==> config.mk <==
export PLATFORM = sky130hd
export DESIGN_NAME = decode_stage
export DESIGN_NICKNAME = d
export VERILOG_FILES = /design/src/rtl/decode_stage.sv
export SDC_FILE = /design/constraint.sdc
export NUM_CORES = 1
export LEC_CHECK = 0
export CAP_MARGIN = 30
export CELL_PAD_IN_SITES_DETAIL_PLACEMENT = 2
export CELL_PAD_IN_SITES_GLOBAL_PLACEMENT = 2
export CORE_AREA = 4 4 332 334
export CTS_CLUSTER_SIZE = 20
export DETAILED_ROUTE_END_ITERATION = 10
export DIE_AREA = 0 0 336 338
export GPL_TIMING_DRIVEN = 0
export PLACE_DENSITY_LB_ADDON = 0.25
export REMOVE_ABC_BUFFERS = 1
export SLEW_MARGIN = 20
export SYNTH_ARGS = -nofsm -noshare
export SYNTH_HDL_FRONTEND = slang
export SYNTH_SLANG_ARGS = --single-unit
==> constraint.sdc <==
create_clock -name clock -period 6.22 [get_ports clock]
set_input_delay 1.866 -clock clock [delete_from_list [all_inputs] [get_ports clock]]
set_output_delay 1.866 -clock clock [all_outputs]
set_load 0.005 [all_outputs]
==> src/rtl/decode_stage.sv <==
// Decode stage of a Y86-64 style pipeline: register-ID selection, operand
// forwarding, load/use detection and the execute-stage pipeline register.
module decode_stage (
    input  logic        clock,
    input  logic        reset,
    // Decode-stage pipeline register contents
    input  logic [2:0]  D_stat,
    input  logic [3:0]  D_icode,
    input  logic [3:0]  D_ifun,
    input  logic [3:0]  D_rA,
    input  logic [3:0]  D_rB,
    input  logic [63:0] D_valC,
    input  logic [63:0] D_valP,
    // Register file read port
    output logic [3:0]  d_srcA,
    output logic [3:0]  d_srcB,
    input  logic [63:0] d_rvalA,
    input  logic [63:0] d_rvalB,
    // Forwarding sources, youngest first
    input  logic [3:0]  e_dstE,
    input  logic [63:0] e_valE,
    input  logic [3:0]  M_dstM,
    input  logic [63:0] m_valM,
    input  logic [3:0]  M_dstE,
    input  logic [63:0] M_valE,
    input  logic [3:0]  W_dstM,
    input  logic [63:0] W_valM,
    input  logic [3:0]  W_dstE,
    input  logic [63:0] W_valE,
    // Execute register control
    input  logic        E_stall,
    input  logic        E_bubble,
    // Execute-stage register outputs
    output logic [2:0]  E_stat,
    output logic [3:0]  E_icode,
    output logic [3:0]  E_ifun,
    output logic [63:0] E_valC,
    output logic [63:0] E_valA,
    output logic [63:0] E_valB,
    output logic [3:0]  E_dstE,
    output logic [3:0]  E_dstM,
    output logic [3:0]  E_srcA,
    output logic [3:0]  E_srcB,
    output logic        d_loaduse
);

    localparam logic [3:0] HALT   = 4'h0;
    localparam logic [3:0] NOP    = 4'h1;
    localparam logic [3:0] RRMOVQ = 4'h2;
    localparam logic [3:0] IRMOVQ = 4'h3;
    localparam logic [3:0] RMMOVQ = 4'h4;
    localparam logic [3:0] MRMOVQ = 4'h5;
    localparam logic [3:0] OPQ    = 4'h6;
    localparam logic [3:0] JXX    = 4'h7;
    localparam logic [3:0] CALL   = 4'h8;
    localparam logic [3:0] RET    = 4'h9;
    localparam logic [3:0] PUSHQ  = 4'hA;
    localparam logic [3:0] POPQ   = 4'hB;
    localparam logic [3:0] RSP    = 4'h4;
    localparam logic [3:0] RNONE  = 4'hF;
    localparam logic [2:0] SAOK   = 3'd1;

    typedef struct packed {
        logic [2:0]  stat;
        logic [3:0]  icode;
        logic [3:0]  ifun;
        logic [63:0] valC;
        logic [63:0] valA;
        logic [63:0] valB;
        logic [3:0]  dstE;
        logic [3:0]  dstM;
        logic [3:0]  srcA;
        logic [3:0]  srcB;
    } eReg_t;

    localparam eReg_t BUBBLE = '{
        stat:  SAOK,
        icode: NOP,
        ifun:  4'h0,
        valC:  64'd0,
        valA:  64'd0,
        valB:  64'd0,
        dstE:  RNONE,
        dstM:  RNONE,
        srcA:  RNONE,
        srcB:  RNONE
    };

    logic [3:0]  d_dstE;
    logic [3:0]  d_dstM;
    logic [63:0] d_valA;
    logic [63:0] d_valB;
    eReg_t       eCur;
    eReg_t       eNext;

    // Register ID selection from the instruction class
    always_comb begin
        unique case (D_icode)
            RRMOVQ, RMMOVQ, OPQ, PUSHQ: d_srcA = D_rA;
            POPQ, RET:                  d_srcA = RSP;
            default:                    d_srcA = RNONE;
        endcase
    end

    always_comb begin
        unique case (D_icode)
            OPQ, RMMOVQ, MRMOVQ:        d_srcB = D_rB;
            PUSHQ, POPQ, CALL, RET:     d_srcB = RSP;
            default:                    d_srcB = RNONE;
        endcase
    end

    always_comb begin
        unique case (D_icode)
            RRMOVQ, IRMOVQ, OPQ:        d_dstE = D_rB;
            PUSHQ, POPQ, CALL, RET:     d_dstE = RSP;
            default:                    d_dstE = RNONE;
        endcase
    end

    always_comb begin
        unique case (D_icode)
            MRMOVQ, POPQ:               d_dstM = D_rA;
            default:                    d_dstM = RNONE;
        endcase
    end

    // One forwarding mux per read port; RNONE never matches a destination
    // so unused ports always see the register file value.
    for (genvar gi = 0; gi < 2; gi++) begin : gFwd
        logic [3:0]  src;
        logic [63:0] rfVal;
        logic [63:0] val;

        assign src   = (gi == 0) ? d_srcA  : d_srcB;
        assign rfVal = (gi == 0) ? d_rvalA : d_rvalB;

        always_comb begin
            if (src == RNONE)        val = rfVal;
            else if (src == e_dstE)  val = e_valE;
            else if (src == M_dstM)  val = m_valM;
            else if (src == M_dstE)  val = M_valE;
            else if (src == W_dstM)  val = W_valM;
            else if (src == W_dstE)  val = W_valE;
            else                     val = rfVal;
        end
    end

    // Control transfers carry the fall-through PC down the valA path
    assign d_valA = (D_icode == CALL || D_icode == JXX) ? D_valP : gFwd[0].val;
    assign d_valB = gFwd[1].val;

    assign d_loaduse = (E_icode == MRMOVQ || E_icode == POPQ) &&
                       (E_dstM != RNONE) &&
                       (E_dstM == d_srcA || E_dstM == d_srcB);

    // Stall outranks bubble
    always_comb begin
        eNext = eCur;
        if (E_stall) begin
            eNext = eCur;
        end else if (E_bubble) begin
            eNext = BUBBLE;
        end else begin
            eNext.stat  = D_stat;
            eNext.icode = D_icode;
            eNext.ifun  = D_ifun;
            eNext.valC  = D_valC;
            eNext.valA  = d_valA;
            eNext.valB  = d_valB;
            eNext.dstE  = d_dstE;
            eNext.dstM  = d_dstM;
            eNext.srcA  = d_srcA;
            eNext.srcB  = d_srcB;
        end
    end

    always_ff @(posedge clock or negedge reset) begin
        if (!reset) eCur <= BUBBLE;
        else        eCur <= eNext;
    end

    assign E_stat  = eCur.stat;
    assign E_icode = eCur.icode;
    assign E_ifun  = eCur.ifun;
    assign E_valC  = eCur.valC;
    assign E_valA  = eCur.valA;
    assign E_valB  = eCur.valB;
    assign E_dstE  = eCur.dstE;
    assign E_dstM  = eCur.dstM;
    assign E_srcA  = eCur.srcA;
    assign E_srcB  = eCur.srcB;

    // HALT is decoded only through the default arms above
    logic unusedHalt;
    assign unusedHalt = (D_icode == HALT);

endmodule

==> impl_table.tex <==
\begin{tabular}{lr}
\hline
Metric & Value \\
\hline
\multicolumn{2}{l}{\textbf{Routing}} \\
\quad Number of vias in the routed layout & 24190 \\
\quad Avg WL per Cell & 30.01 µm \\
\quad Remaining routing DRC violations & 0 \\
\quad Iteration-0 DRC Markers & 1246 \\
\quad Initial DRT Pass Iterations & 5 \\
\quad Vias per cell & 5.121 \\
\quad Wire length reported by the detailed router & 141.8 mm \\
\quad Number of nets with antenna violations after routing & 0 \\
\multicolumn{2}{l}{\textbf{Yosys}} \\
\quad Number of synthesized register bits & 219 \\
\quad Post-synthesis sequential area ratio & 30.70\% \\
\quad EDFF count, synth & 0 \\
\quad Mapped Avg Cell Area & 7.233 µm² \\
\quad Synth Warn \# & 0 \\
\quad Distinct cell type count of the synthesized netlist & 63 \\
\quad Mapped Area & 0.01792 mm² \\
\quad Post-Syn Instances & 2478 \\
\quad Flip-flop cell with the highest count after synthesis & dfrtp\_1 \\
\quad Post-synth ARST share & 100.0\% \\
\multicolumn{2}{l}{\textbf{Die}} \\
\quad Horizontal die dimension & 336 µm \\
\quad Core footprint & 0.1069 mm² \\
\quad Chip height & 338 µm \\
\quad Site Rows & 120 \\
\quad Number of ports placed on the die boundary & 847 \\
\quad Starting utilization of the core area & 16.76\% \\
\quad Die footprint & 0.1136 mm² \\
\multicolumn{2}{l}{\textbf{STA}} \\
\quad Maximum clock frequency & 166.4 MHz \\
\quad Number of endpoints with negative hold slack in the final report & 0 \\
\quad Setup repair after global routing missed its margin & false \\
\quad Period utilisation layout & 96.63\% \\
\quad Final Setup Violations & 0 \\
\quad Fin worst setup slack & 209.5 ps \\
\quad Measured slew at the worst slew-check pin & 837.0 ps \\
\quad Rel. slew slack & 44.20\% \\
\quad Clock tree skew after final layout & 0 ps \\
\quad Crit path time final & 6010 ps \\
\quad Final slew viol count & 0 \\
\multicolumn{2}{l}{\textbf{Setup path}} \\
\quad Reg2reg end & E\_valB[26]\$\_DFFE\_PN0N\_ \\
\quad Slowest cell on the critical path & o21ai\_1 \\
\quad Launching element of the worst setup path & D\_icode[0] \\
\quad CP endpoint kind & primary output \\
\quad Delay of the slowest cell on the worst path & 410 ps \\
\quad Critical Path Fanout Max & 11 \\
\quad Worst-case register-to-register setup slack & 5120 ps \\
\quad Timing endpoint of the critical path & d\_loaduse \\
\quad Worst Setup Start Kind & input pin \\
\quad Data arrival at the endpoint of the critical path & 4140 ps \\
\quad Data required time of the worst path & 4350 ps \\
\quad Type of the worst setup path & in -> out \\
\quad Cells on worst reg2reg path & 4 \\
\quad Crit-path cells & clkdlybuf4s15\_2 > a21bo\_2 > nand2b\_4 > o21ai\_1 > buf\_2 > inv\_1 > a221oi\_1 > nor3\_1 > dlygate4sd2\_1 \\
\quad Startpoint of the worst-slack reg-to-reg timing path & E\_valB[26]\$\_DFFE\_PN0N\_ \\
\multicolumn{2}{l}{\textbf{Placed design}} \\
\quad Detailed placement HPWL & 106.6 mm \\
\quad Number of input and output port buffers inserted & 846 \\
\quad Worst slack at placement & -1633 ps \\
\quad Final estimated routing congestion in global placement & 0.7681 \\
\multicolumn{2}{l}{\textbf{Clock tree}} \\
\quad Clock latency at the later pin of the worst-skew pair & 580 ps \\
\quad Maximum count of clock buffers along a single path & 3 \\
\quad Clock slew at reported path FFs & 60 ps \\
\quad H-tree depth & 2 \\
\quad Number of sinks driven by the clock tree & 219 \\
\quad Total CTS buffers & 37 \\
\quad Root Driver & clkbuf\_16 \\
\quad CTS tree & built \\
\quad Cts-stage hold buffer count & 0 \\
\multicolumn{2}{l}{\textbf{GRT}} \\
\quad Global-route wire length before repair & 197.4 mm \\
\quad Number of global-route vias before repair & 26230 \\
\quad Total gr overflow & 0 \\
\quad Total global routing track utilization & 23.84\% \\
\quad Antenna violations before repair & 65 \\
\quad Maximum number of pins on one net before global-route repair & 103 \\
\multicolumn{2}{l}{\textbf{Power and ir drop}} \\
\quad Pwr Total & 6.509 mW \\
\quad Leakage & 12.33 nW \\
\quad VDD IR max & 0.0001495 V \\
\quad Power density over the cells & 211.5 mW/mm² \\
\multicolumn{2}{l}{\textbf{Cells and area}} \\
\quad Fill cell total of the finished layout & 12230 \\
\quad Proportion of layout cells with a drive suffix above 1 & 9.511\% \\
\quad Area overhead of the layout relative to synthesis & 71.75\% \\
\quad Most common library cell in the layout ignoring fill and taps & clkdlybuf4s50\_1 \\
\quad Net count of the finished layout & 3882 \\
\quad Commonest cells after routing, fill and taps aside & clkdlybuf4s50\_1 (838), nand2\_1 (471), o21ai\_0 (399), nor2\_1 (274), dfrtp\_1 (201) \\
\multicolumn{2}{l}{\textbf{Run}} \\
\quad Number of maximum-capacitance constraint violations & 0 \\
\multicolumn{2}{l}{\textbf{Run status}} \\
\quad Run status & finished clean \\
\multicolumn{2}{l}{\textbf{Worst hold path}} \\
\quad Launch instance of the worst min-delay path & E\_srcB[0]\$\_DFFE\_PN1N\_ \\
\quad Type of the most critical hold path & reg -> reg \\
\hline
\end{tabular}
-- critical path, delay by kind of cell --
kind | cells | cell delay, ps
AOI/OAI and AO/OA | 3 | 1020
and+or+nand+nor | 2 | 340
buffers and inverters | 4 | 910
-- power by group --
part | internal [mW] | switching [mW] | total [mW]
registers | 1.60 | 0.125 | 1.73
logic | 1.19 | 1.23 | 2.42
clock network | 1.47 | 0.894 | 2.36
total | 4.26 | 2.25 | 6.51
-- flip-flops by register name, summed over array words and instances (netlist names), 4 cells and up --
| signal | cells |
|---|---|
| E_icode | 4 |
| E_valA | 64 |
| E_valC | 64 |
| E_dstM | 4 |
| E_srcB | 4 |
| E_srcA | 4 |
| E_ifun | 4 |
| E_valB | 64 |
| E_dstE | 4 |
-- through the flow --
step	cells	hold WS, ps	cell area [µm²]	setup TNS, ps	util [%]
global route	4713	487.2	30760	0	28.77
finish	4723	470.7	30780	0	28.79
detailed placement	4624	464.7	29360	-72630	27.47
global placement	4497	456.6	27080	-7909900	25.34
CTS	4694	473.7	30710	0	28.73
floorplan	2248	453.4	16860	-346410	-
-- what timing repair did --
action,4_1_cts,5_1_grt
setup endpoints to repair,61,0
gates resized for setup,29,0
setup buffers,3,0
-- synth_stat cells, types with 3 or more instances --
cell        n  share of area [%]
nand2_1   472                9.9
o21ai_0   401                 11
nor2_1    276                5.8
dfrtp_1   201                 28
clkbuf_1  161                3.4
a21oi_1   149                4.2
nand2b_1   78                2.7
nor3_1     72                2.0
o22ai_1    67                2.3
a221oi_1   66                3.2
and3_1     65                2.3
mux2_2     65                4.1
a311o_1    64                3.6
a32oi_1    64                3.1
o311a_1    64                3.6
buf_2      44                1.2
dfstp_2    18                2.6
inv_1      16               0.34
xnor2_1    16               0.78
buf_6      13               0.82
nor2b_1    13               0.45
buf_4      12               0.50
xor2_1      8               0.39
nand3_1     6               0.17
nand4_1     6               0.21
nor4_1      4               0.14
o21ai_1     4               0.11
or3_1       4               0.14
a22oi_1     3               0.13
o22a_1      3               0.15
o31ai_1     3               0.13
or2_1       3               0.10
-- cell families after synthesis --
kind of cell    share of synthesized area (%)
compound gates                          33.23
xor+xnor                                1.173
buf+inv                                 6.311
flops                                   30.70
mux                                     4.140
simple gates                            24.44
-- area by class of cell --
class                   count  area [µm²]  share of cell area, %
inverters                  18       70.07                 0.2276
repair buffers            976       10620                  34.49
multi-input cells        2011       11450                  37.20
clock inverters            12       216.5                 0.7032
flip-flops and latches    219        5503                  17.88
clock buffers              55        1096                  3.561
well taps                1403        1755                  5.703
diodes                     29       72.57                 0.2358
-- how the worst min path moves through the flow --
stage / endpoint / slack (ps) / depth (start not counted)
after floorplan: E_srcB[0]$_DFFE_PN1N_ / 450 / 2
after global placement: E_srcB[0]$_DFFE_PN1N_ / 460 / 2
after detailed placement: E_srcB[0]$_DFFE_PN1N_ / 460 / 2
after CTS: E_srcB[0]$_DFFE_PN1N_ / 470 / 2
after global routing: E_srcB[0]$_DFFE_PN1N_ / 490 / 2
final: E_srcB[0]$_DFFE_PN1N_ / 470 / 2
-- per-layer routing --
layer / up-vias / GRT usage [%] / share of wire, %
li1: 10690 / - / -
met1: 12320 / 28.67 / 41
met2: 879 / 40.96 / 48
met3: 240 / 7.255 / 7.4
met4: 54 / 7.071 / 2.7
met5: - / 0 / 0.28
Note: power is estimated with default switching activity, not from simulation.
